==> src/rtl/logic_unit_seq.sv <==
// Multi-cycle bitwise logic unit (AND/OR/XOR/NAND) that resolves CHUNK result bits
// per cycle, LSB chunk first, behind valid/ready handshakes on both sides.
`timescale 1ns/1ps

module logic_unit_seq #(
    parameter int WIDTH = 16,
    parameter int CHUNK = 4
) (
    input  logic             clk,
    input  logic             reset,
    input  logic             in_valid,
    output logic             in_ready,
    input  logic [WIDTH-1:0] a,
    input  logic [WIDTH-1:0] b,
    input  logic [1:0]       op,
    output logic             out_valid,
    input  logic             out_ready,
    output logic [WIDTH-1:0] out,
    output logic             zr,
    output logic             ng
);

    localparam int NBEATS = WIDTH / CHUNK;
    localparam int CW     = (NBEATS > 1) ? $clog2(NBEATS) : 1;

    localparam logic [1:0] OP_AND  = 2'b00;
    localparam logic [1:0] OP_OR   = 2'b01;
    localparam logic [1:0] OP_XOR  = 2'b10;
    localparam logic [1:0] OP_NAND = 2'b11;

    typedef enum logic [1:0] {
        S_IDLE = 2'd0,
        S_BUSY = 2'd1,
        S_DONE = 2'd2
    } state_t;

    state_t            state_q, state_d;
    logic [CW-1:0]     cnt_q, cnt_d;
    logic [WIDTH-1:0]  a_q, a_d;
    logic [WIDTH-1:0]  b_q, b_d;
    logic [1:0]        op_q, op_d;
    logic [WIDTH-1:0]  out_q, out_d;
    logic              last_beat;

    assign last_beat = (cnt_q == CW'(NBEATS - 1));

    // Each chunk owns its slice of the result register; only the chunk selected
    // by the beat counter is rewritten, all others hold.
    genvar gi;
    generate
        for (gi = 0; gi < NBEATS; gi++) begin : g_chunk
            logic [CHUNK-1:0] a_c;
            logic [CHUNK-1:0] b_c;
            logic [CHUNK-1:0] res_c;
            logic             wr_en;

            assign a_c   = a_q[gi*CHUNK +: CHUNK];
            assign b_c   = b_q[gi*CHUNK +: CHUNK];
            assign wr_en = (state_q == S_BUSY) && (cnt_q == CW'(gi));

            always_comb begin
                res_c = '0;
                case (op_q)
                    OP_AND:  res_c = a_c & b_c;
                    OP_OR:   res_c = a_c | b_c;
                    OP_XOR:  res_c = a_c ^ b_c;
                    OP_NAND: res_c = ~(a_c & b_c);
                    default: res_c = '0;
                endcase
            end

            assign out_d[gi*CHUNK +: CHUNK] = wr_en ? res_c : out_q[gi*CHUNK +: CHUNK];
        end
    endgenerate

    always_comb begin
        state_d = state_q;
        cnt_d   = cnt_q;
        a_d     = a_q;
        b_d     = b_q;
        op_d    = op_q;
        case (state_q)
            S_IDLE: begin
                if (in_valid) begin
                    a_d     = a;
                    b_d     = b;
                    op_d    = op;
                    cnt_d   = '0;
                    state_d = S_BUSY;
                end
            end
            S_BUSY: begin
                // Counter parks on the final beat rather than wrapping.
                if (last_beat) begin
                    state_d = S_DONE;
                end else begin
                    cnt_d = cnt_q + CW'(1);
                end
            end
            S_DONE: begin
                if (out_ready) begin
                    state_d = S_IDLE;
                end
            end
            default: begin
                state_d = S_IDLE;
            end
        endcase
    end

    always_ff @(posedge clk) begin
        if (reset) begin
            state_q <= S_IDLE;
            cnt_q   <= '0;
            a_q     <= '0;
            b_q     <= '0;
            op_q    <= '0;
            out_q   <= '0;
        end else begin
            state_q <= state_d;
            cnt_q   <= cnt_d;
            a_q     <= a_d;
            b_q     <= b_d;
            op_q    <= op_d;
            out_q   <= out_d;
        end
    end

    assign in_ready  = (state_q == S_IDLE);
    assign out_valid = (state_q == S_DONE);
    assign out       = out_q;
    assign zr        = (out_q == '0);
    assign ng        = out_q[WIDTH-1];

endmodule

==> config.mk <==
export PLATFORM = sky130hd
export DESIGN_NAME = logic_unit_seq
export DESIGN_NICKNAME = d
export VERILOG_FILES = /design/src/rtl/logic_unit_seq.sv
export SDC_FILE = /design/constraint.sdc
export NUM_CORES = 1
export LEC_CHECK = 0
export CAP_MARGIN = 15
export CORE_AREA = 3 3 92 103
export DETAILED_ROUTE_END_ITERATION = 8
export DIE_AREA = 0 0 95 106
export GPL_ROUTABILITY_DRIVEN = 0
export SLEW_MARGIN = 20
export SYNTH_ARGS = -nofsm -noshare
export SYNTH_HDL_FRONTEND = slang
export SYNTH_SLANG_ARGS = --single-unit
==> constraint.sdc <==
create_clock -name clk -period 1.6 [get_ports clk]
set_input_delay 0.32 -clock clk [delete_from_list [all_inputs] [get_ports clk]]
set_output_delay 0.32 -clock clk [all_outputs]
set_load 0.01 [all_outputs]
==> report_table.html <==
<table>
<tr><th>Metric</th><th>Value</th></tr>
<tr><th colspan="2">Status</th></tr>
<tr><td>Run status</td><td>finished clean</td></tr>
<tr><th colspan="2">Detailed routing</th></tr>
<tr><td>Routed vias</td><td>2523</td></tr>
<tr><td>Final routed wire length divided by cell count</td><td>12.14 um</td></tr>
<tr><td>1st-pass router iterations</td><td>4</td></tr>
<tr><td>Number of routed nets with antenna violations</td><td>0</td></tr>
<tr><td>Initial drt markers</td><td>75</td></tr>
<tr><td>Avg Vias per Cell</td><td>4.690</td></tr>
<tr><td>Routed wire length</td><td>6533 um</td></tr>
<tr><td>Number of design rule violations left after detail routing</td><td>0</td></tr>
<tr><th colspan="2">Critical path</th></tr>
<tr><td>Destination of the critical timing path</td><td>zr</td></tr>
<tr><td>Maximum fanout along the worst path</td><td>2</td></tr>
<tr><td>Depth of the worst register-to-register path</td><td>4</td></tr>
<tr><td>Type of element launching the critical path</td><td>flip-flop</td></tr>
<tr><td>Crit Path Class</td><td>flip-flop to primary output</td></tr>
<tr><td>Endpoint of the lowest-slack register-to-register path</td><td>cnt_q[0]</td></tr>
<tr><td>Launching instance or port of the critical path</td><td>out[6]</td></tr>
<tr><td>Arrival time of data at the critical path endpoint</td><td>1.26 ns</td></tr>
<tr><td>Worst r2r src</td><td>state_q[0]</td></tr>
<tr><td>Category of the worst setup path capture point</td><td>primary output</td></tr>
<tr><td>Reg2Reg Setup Slack</td><td>0.18 ns</td></tr>
<tr><td>Required time worst endpoint</td><td>1.28 ns</td></tr>
<tr><th colspan="2">Hold path</th></tr>
<tr><td>Hold Startpoint</td><td>b_q[0]</td></tr>
<tr><td>Path type of the worst min-delay path</td><td>flip-flop to flip-flop</td></tr>
<tr><th colspan="2">Yosys</th></tr>
<tr><td>Post-Syn Nets</td><td>430</td></tr>
<tr><td>Most repeated cell in the gate-level netlist after synthesis</td><td>sky130_fd_sc_hd__nand2_1</td></tr>
<tr><td>Area contributors post-synth</td><td>sky130_fd_sc_hd__dfxtp_1 35%, sky130_fd_sc_hd__ha_1 14%, sky130_fd_sc_hd__mux2i_1 10%</td></tr>
<tr><td>Share of synthesized area spent on multiplexers</td><td>16.04%</td></tr>
<tr><td>Cell variety after synth</td><td>25</td></tr>
<tr><td>Per-instance average area after synthesis</td><td>8.762 sq um</td></tr>
<tr><td>Post-Syn Instances</td><td>356</td></tr>
<tr><td>Synth top area share</td><td>34.66%</td></tr>
<tr><td>Sequential share of the synthesized area</td><td>34.66%</td></tr>
<tr><td>Synthesized-area fraction occupied by and/or/nand/nor cells</td><td>17.37%</td></tr>
<tr><td>Dominant cell type by area after synthesis</td><td>sky130_fd_sc_hd__dfxtp_1</td></tr>
<tr><td>EDFF count, synth</td><td>0</td></tr>
<tr><td>Predominant post-synthesis flop cell</td><td>sky130_fd_sc_hd__dfxtp_1</td></tr>
<tr><td>Most numerous cell types in the synthesized netlist</td><td>70 x sky130_fd_sc_hd__nand2_1, 54 x sky130_fd_sc_hd__dfxtp_1, 37 x sky130_fd_sc_hd__a21oi_1, 36 x sky130_fd_sc_hd__ha_1, 34 x sky130_fd_sc_hd__inv_1</td></tr>
<tr><td>Share of synthesized registers carrying an async set or reset</td><td>0%</td></tr>
<tr><td>Combined area of all synthesized cells</td><td>3119 sq um</td></tr>
<tr><td>Number of register bits inferred by synthesis</td><td>54</td></tr>
<tr><td>Main combinational cell family by area after synthesis</td><td>simple AND/OR/NAND/NOR gates</td></tr>
<tr><td>Post-synthesis compound-gate area fraction</td><td>8.785%</td></tr>
<tr><td>Number of synthesis warnings</td><td>0</td></tr>
<tr><td>Xor/xnor share of the synthesized area</td><td>0%</td></tr>
<tr><td>Post-synthesis adder-cell area fraction</td><td>14.44%</td></tr>
<tr><th colspan="2">Clock tree</th></tr>
<tr><td>Post-cts hold buffer count</td><td>0</td></tr>
<tr><td>TritonCTS clock tree</td><td>built</td></tr>
<tr><td>Clock tree root buffer cell</td><td>sky130_fd_sc_hd__clkbuf_8</td></tr>
<tr><td>Inserted Clock Buffers</td><td>5</td></tr>
<tr><td>Clock Tree Buf Depth</td><td>2</td></tr>
<tr><td>H-Tree Depth</td><td>2</td></tr>
<tr><td>Latest clock arrival within the worst-skew pair</td><td>0.31 ns</td></tr>
<tr><td>Clock transition at the registers of the reported paths</td><td>0.09 ns</td></tr>
<tr><td>Clock tree sinks</td><td>54</td></tr>
<tr><th colspan="2">Finish</th></tr>
<tr><td>Layout Area Growth over Synthesis</td><td>29.80%</td></tr>
<tr><td>Final standard cell count with taps included and fillers excluded</td><td>538</td></tr>
<tr><td>End-of-flow core utilization</td><td>47.91%</td></tr>
<tr><td>Fraction of final layout cells sized beyond drive strength 1</td><td>15.22%</td></tr>
<tr><td>Nets</td><td>500</td></tr>
<tr><td># diodes</td><td>0</td></tr>
<tr><th colspan="2">STA</th></tr>
<tr><td>Transition time of the tightest slew-check pin</td><td>0.3272 ns</td></tr>
<tr><td>Final-report setup violation count</td><td>0</td></tr>
<tr><td>Crit path setup slack, layout</td><td>0.02307 ns</td></tr>
<tr><td>Clock period minus final worst setup slack</td><td>1.577 ns</td></tr>
<tr><td>Period Utilization, post-route</td><td>98.56%</td></tr>
<tr><td>Final worst clock skew</td><td>0.01436 ns</td></tr>
<tr><td>Max Clock Freq</td><td>634.1 MHz</td></tr>
<tr><td>Setup repair after global routing missed its margin</td><td>yes</td></tr>
<tr><td>Final number of max-transition violations</td><td>0</td></tr>
<tr><td>Post-Route Hold Slack</td><td>0.4765 ns</td></tr>
<tr><td>Hold violation total from the final report</td><td>0</td></tr>
<tr><td>Headroom to the max-slew limit</td><td>78.18%</td></tr>
<tr><th colspan="2">Floorplan</th></tr>
<tr><td>Starting density of the core</td><td>36.91%</td></tr>
<tr><td>DIE AREA</td><td>10070 sq um</td></tr>
<tr><td>Core Footprint</td><td>8452 sq um</td></tr>
<tr><td>Number of cell rows</td><td>35</td></tr>
<tr><td>Die H</td><td>106 um</td></tr>
<tr><td>Chip Width</td><td>95 um</td></tr>
<tr><td>Num ports</td><td>58</td></tr>
<tr><th colspan="2">GRT</th></tr>
<tr><td>Number of antenna violations at the first check in global routing</td><td>0</td></tr>
<tr><td>Leftover overflow at the end of global routing</td><td>0</td></tr>
<tr><td>Via count of the first global-routing pass</td><td>2509</td></tr>
<tr><td>GRT Util Overall</td><td>13.75%</td></tr>
<tr><td>Global-route wire length before repair</td><td>11120 um</td></tr>
<tr><td>Pin count of the biggest net entering global routing</td><td>38</td></tr>
<tr><th colspan="2">Power</th></tr>
<tr><td>Max VDD drop</td><td>0.0003731 V</td></tr>
<tr><td>Power density over the cells</td><td>690.6 nW/um^2</td></tr>
<tr><td>Reported leakage power</td><td>1.705 nW</td></tr>
<tr><th colspan="2">Job</th></tr>
<tr><td>Maximum capacitance violations</td><td>0</td></tr>
<tr><th colspan="2">Placement</th></tr>
<tr><td>Count of placed standard cells including taps</td><td>529</td></tr>
<tr><td>Number of buffer cells added on primary ports</td><td>57</td></tr>
<tr><td>Detailed placement HPWL</td><td>4949 um</td></tr>
<tr><td>Pre-CTS setup slack</td><td>-0.1131 ns</td></tr>
</table>
## registers in the layout (all words and copies together) (netlist names)
name / count
a_q: 16
op_q: 2
state_q: 2
cnt_q: 2
out: 16
b_q: 16
## stage by stage
| step | area, sq um | total power (W) | setup TNS, ns |
|---|---|---|---|
| 2_1_floorplan | 3119 | 0.001824 | 0 |
| 3_5_place_dp | 3938 | 0.002035 | -1.745 |
| 3_3_place_gp | 3938 | 0.002014 | -1.164 |
| 6_report | 4049 | 0.002796 | 0 |
| 5_1_grt | 4049 | 0.002948 | -0.08824 |
| 4_1_cts | 4020 | 0.002830 | -0.1495 |
## placed cells by master (no fill, tap or decap), drive strengths merged
| cell type | synthesis | layout |
|---|---|---|
| dfxtp | 54 | 54 |
| buf | 16 | 29 |
| clkinv | 0 | 1 |
| nor2b | 1 | 1 |
| or2 | 4 | 4 |
| mux2 | 16 | 16 |
| inv | 34 | 34 |
| dlygate4sd2 | 0 | 18 |
| and4 | 1 | 1 |
| nand3 | 2 | 2 |
| clkdlybuf4s50 | 0 | 38 |
| nand3b | 20 | 20 |
| nor4 | 4 | 4 |
| nor2 | 1 | 1 |
| ha | 36 | 36 |
| nand2 | 70 | 70 |
| clkbuf | 6 | 7 |
| nand2b | 1 | 1 |
| nor3b | 2 | 2 |
| mux2i | 32 | 32 |
| or3b | 2 | 2 |
| a21oi | 38 | 38 |
| o21ai | 16 | 16 |
## report_power, final
group,leakage [nW],internal [W],total (W),switching (W)
Combinational,1.21,0.000289,0.000536,0.000247
Clock,0.0482,0.000351,0.000804,0.000453
Sequential,0.443,0.00141,0.00146,0.0000499
## layer usage
metal	routed length [um]	track usage, %
met3	199	1.769
met5	0	0
met1	3126	17.34
met2	3092	23.53
met4	115	5.258
## cell families after synthesis
kind of cell             count (synthesis)
AND/OR/NAND/NOR                        108
buffers and inverters                   56
AO/OA/AOI/OAI                           54
flip-flops                              54
multiplexers                            48
adder cells (fa/ha/maj)                 36
## critical path: stages, from the launching register on
cell	delay, ns
sky130_fd_sc_hd__dfxtp_2	0.35
sky130_fd_sc_hd__nor4_4	0.27
sky130_fd_sc_hd__and4_1	0.20
sky130_fd_sc_hd__buf_2	0.12
## worst min path at each step
stage,end,slack (ns),depth (start not counted)
CTS,b_q[10],0.48,2
global route,a_q[6],0.51,2
detailed placement,b_q[10],0.47,2
floorplan,b_q[0],0.45,2
global placement,b_q[11],0.46,2
finish,b_q[0],0.48,2
## area by class of cell
class | count | area (sq um)
sequential | 54 | 1085
inverter | 34 | 127.6
multi-input combinational | 246 | 1803
timing repair buffer | 85 | 803.3
clock buffer | 7 | 86.33
fill | 831 | 4403
clock inverter | 1 | 5.005
tap | 111 | 138.9
## timing repair
item	4_1_cts	5_1_grt
pin swaps	1	2
resized for setup	23	7
hold endpoints to repair	0	0
endpoints found under the setup margin	19	2
setup buffers	0	1
(Power assumes the default switching activity.)
